==> config.mk <==
export PLATFORM = sky130hd
export DESIGN_NAME = add_result_stage
export DESIGN_NICKNAME = d
export VERILOG_FILES = /design/src/rtl/add_result_stage.sv
export SDC_FILE = /design/constraint.sdc
export NUM_CORES = 1
export LEC_CHECK = 0
export ABC_AREA = 1
export CAP_MARGIN = 20
export CORE_MARGIN = 1
export CORE_UTILIZATION = 48
export DETAILED_ROUTE_END_ITERATION = 10
export PLACE_DENSITY = 0.75
export SETUP_SLACK_MARGIN = 0.1
export SYNTH_ARGS = -nofsm -noshare
export SYNTH_HDL_FRONTEND = slang
export SYNTH_SLANG_ARGS = --single-unit
==> constraint.sdc <==
create_clock -name clk_i -period 1.6 [get_ports clk_i]
set_input_delay 0.48 -clock clk_i [delete_from_list [all_inputs] [get_ports clk_i]]
set_output_delay 0.48 -clock clk_i [all_outputs]
set_load 0.02 [all_outputs]
==> src/rtl/add_result_stage.sv <==
// ============================================================================
// Module   : add_result_stage
// Purpose  : 2-entry in-order result FIFO behind an adder, with a zero flag
//            per entry and a saturating count of accepted carry-out results.
// Revision : 1.0  initial release
// ============================================================================
`default_nettype none

module add_result_stage #(
  parameter int N = 4
) (
  input  logic         clk_i,
  input  logic         rst_i,
  input  logic [N:0]   tot_i,
  input  logic         valid_i,
  output logic         ready_o,
  output logic [N-1:0] sum_o,
  output logic         carry_o,
  output logic         zero_o,
  output logic         valid_o,
  input  logic         ready_i,
  input  logic         clr_cnt_i,
  output logic [7:0]   carry_cnt_o
);

  localparam logic [7:0] C_CNT_MAX = 8'hFF;

  logic [N-1:0] r_sum   [2];
  logic         r_carry [2];
  logic         r_zero  [2];
  logic         r_wr_ptr;
  logic         r_rd_ptr;
  logic [1:0]   r_occ;
  logic [7:0]   r_cnt;

  logic         w_push;
  logic         w_pop;

  // Readiness depends only on stored occupancy, so no ready_i -> ready_o path.
  assign ready_o = (r_occ < 2'd2) & ~rst_i;
  assign valid_o = (r_occ != 2'd0);
  assign w_push  = valid_i & ready_o;
  assign w_pop   = valid_o & ready_i;

  assign sum_o       = valid_o ? r_sum[r_rd_ptr]   : '0;
  assign carry_o     = valid_o ? r_carry[r_rd_ptr] : 1'b0;
  assign zero_o      = valid_o ? r_zero[r_rd_ptr]  : 1'b0;
  assign carry_cnt_o = r_cnt;

  always_ff @(posedge clk_i) begin
    if (rst_i) begin
      r_wr_ptr <= 1'b0;
      r_rd_ptr <= 1'b0;
      r_occ    <= 2'd0;
    end else begin
      if (w_push) begin
        r_sum[r_wr_ptr]   <= tot_i[N-1:0];
        r_carry[r_wr_ptr] <= tot_i[N];
        r_zero[r_wr_ptr]  <= (tot_i[N-1:0] == '0);
        r_wr_ptr          <= ~r_wr_ptr;
      end
      if (w_pop) begin
        r_rd_ptr <= ~r_rd_ptr;
      end
      case ({w_push, w_pop})
        2'b10:   r_occ <= r_occ + 2'd1;
        2'b01:   r_occ <= r_occ - 2'd1;
        default: r_occ <= r_occ;
      endcase
    end
  end

  // Clear wins over a same-cycle carry push.
  always_ff @(posedge clk_i) begin
    if (rst_i || clr_cnt_i) begin
      r_cnt <= 8'd0;
    end else if (w_push && tot_i[N] && (r_cnt != C_CNT_MAX)) begin
      r_cnt <= r_cnt + 8'd1;
    end
  end

endmodule

`default_nettype wire

==> results.tsv <==
metric	value	unit
clk_lat worst skew	310	ps
mean post-synth cell area	8.59	sq um
Ys Warns	0	
first-pass GRT wire length	4020	microns
io pins	26	
Starting Density	51.5	%
PortBufs	25	
status	complete, but fails checks	
sequential fraction of the synthesis area	53.9	%
TritonCTS buffer count	3	
post-route ant nets	0	
Iteration-0 DRC Markers	13	
first-pass iteration count of the detailed router	4	
CTS root buffer	clkbuf_4	
Diodes inserted	0	
Worst VDD drop	0.635	mV
initial antenna violation count	0	
setup_tns	-205	ps
Tightest Pin Transition	335	ps
routed len/inst	11.3	microns
fin worst setup slack	-63.6	ps
Cell variety after synth	22	
Die Area	2600	sq um
type of the worst setup path	flop to output pin	
CP cell instances	nor2_4 -> buf_4 -> inv_2 -> buf_6	
final hold violation count	0	
Syn Nets	146	
Bufs and invs on worst path	3	
maximum fanout along the worst path	7	
failing checks	negative setup slack	
drt drc	0	
via count	1037	
H-tree depth	1	
area post-placement	1550	sq um
fmax	601	MHz
post-route cell area	1680	sq um
Max Clock Skew	1.11	ps
CP Launch Type	flop	
pre-CTS WS	-555	ps
via/cell ratio	4.94	
fin crit period	1660	ps
Die Y	51.0	microns
max incr delay on CP	370	ps
Detailed Route WL	2370	microns
Clock transition at path regs	130	ps
max-cap viol count	0	
hold_buf cts	0	
Final Power	1.62	mW
CP Data Arrival Time	1180	ps
synth-to-layout area growth	46.0	%
share of layout cells above drive strength 1	37.9	%
number of global-route vias before repair	968	
CP endpoint kind	output pin	
fin nets	195	
Leak	0.651	nW
fillers	150	
Hold Crit Class	flop to flop	
Pins Over Slew Limit	0	
FF+latch count, synth	25	
Final Cycle Share	104	%
FP Rows	17	
Die X-Extent	51.0	microns
CP max-delay cell	dfxtp_2	
WP data required	1120	ps
Largest delay share family, worst path	flip-flops	
Post-Synthesis Cells	134	
gpl congestion	0.753	
Pwr Density	965	nW/um^2
Synth Cell Area	1150	sq um
pin count of the biggest net entering global routing	16	
gr ovfl total	0	
# setup viols final	5	
clock buffer depth	2	
RSZ-0062 raised after global routing	yes	
total track usage	20.9	%
Core Region	2230	sq um
Relative slew margins	77.5	%
CTS Sinks	25	
DP HPWL	1740	microns
CTS tree	built	
per-layer routing:
metal	vias up	track usage, %	share of wire, %
met5	-	0	0
met4	0	8.33	0.68
met3	2	2.68	3.5
met2	24	39.7	54
met1	480	23.0	42
li1	531	-	-
stage by stage:
step / hold WS (ps) / util, % / std cells
after CTS: 548 / 74.4 / 209
after floorplan: 490 / - / 134
after detailed placement: 521 / 69.5 / 201
after global placement: 510 / 69.5 / 201
final: 526 / 75.2 / 210
after global routing: 565 / 75.2 / 210
cells by family (layout without fill, tap and decap cells):
| group | after synthesis | count (layout) | synth area share [%] |
|---|---|---|---|
| and+or+nand+nor | 73 | 73 | 28.7 |
| xor gates and xnor gates | 2 | 2 | 1.52 |
| adders and majority gates | 2 | 2 | 2.17 |
| DFF | 25 | 25 | 53.9 |
| buffers and inverters | 14 | 62 | 5.43 |
| AOI/OAI and AO/OA | 18 | 18 | 8.26 |
registers in the layout, indices dropped and copies added, names as in the netlist, named ones only:
signal       cells
r_sum            8
carry_cnt_o      8
r_carry          2
r_wr_ptr         1
r_occ            2
r_zero           2
r_rd_ptr         1
cell usage after synthesis:
library cell  count  area, sq um
ha_1              2         25.0
inv_1            12         45.0
nand2_1          34          128
nor2_2            2         12.5
nand3_4           1         17.5
buf_6             1         11.3
nor3_1            2         10.0
dfxtp_1          13          260
xor2_1            1         8.76
nor4_1            1         6.26
nor2_4            2         22.5
xnor2_1           1         8.76
a21oi_1          13         65.1
nand2_2           2         12.5
a21boi_1          1         7.51
inv_4             1         6.26
edfxtp_1         12          360
nor3b_1           2         15.0
o21ai_1           3         15.0
nand3_1           4         20.0
nor2_1           23         86.3
o21bai_1          1         7.51
final cells by class:
class / count / area, sq um / share of cell area, %
Clock buffer: 3 / 22.5 / 1.34
Tap cell: 28 / 35.0 / 2.08
Multi-Input combinational cell: 95 / 515 / 30.7
Sequential cell: 25 / 636 / 37.8
Timing Repair Buffer: 45 / 408 / 24.3
Clock inverter: 1 / 7.51 / 0.447
Inverter: 13 / 56.3 / 3.35
what timing repair did:
action	CTS	global route
resized for setup	85	15
setup endpoints to repair	31	29
pin swaps	6	2
setup buffers	4	2
cell usage in the layout, fill, tap and decap left out, types with 6 or more instances in the layout:
master           instances
dfxtp_2                  6
nor2_1                  20
clkdlybuf4s50_1          8
buf_6                   10
inv_1                    9
edfxtp_1                12
nand2_1                 30
a21oi_1                 11
buf_4                   18
worst paths after layout:
kind	from	cells after the start	to	slack, ps
max	r_occ[0]	4	valid_o	-60
min	carry_cnt_o[1]	2	carry_cnt_o[1]	530
max reg2reg	r_occ[0]	9	r_occ[0]	50
min reg2reg	carry_cnt_o[1]	2	carry_cnt_o[1]	530
worst min-delay path: cells and delay by family (launching register included):
family	cells	cell delay, ps
AND/OR/NAND/NOR	1	80
AO/OA/AOI/OAI	1	40
flip-flops	1	380
power breakdown:
part           internal (mW)  switching, mW  leakage, nW
sequential             0.716         0.0395        0.220
combinational          0.305          0.282        0.417
clock                 0.0952          0.183       0.0139
total                   1.12          0.505        0.651
Power figures use the tool's default switching activity.
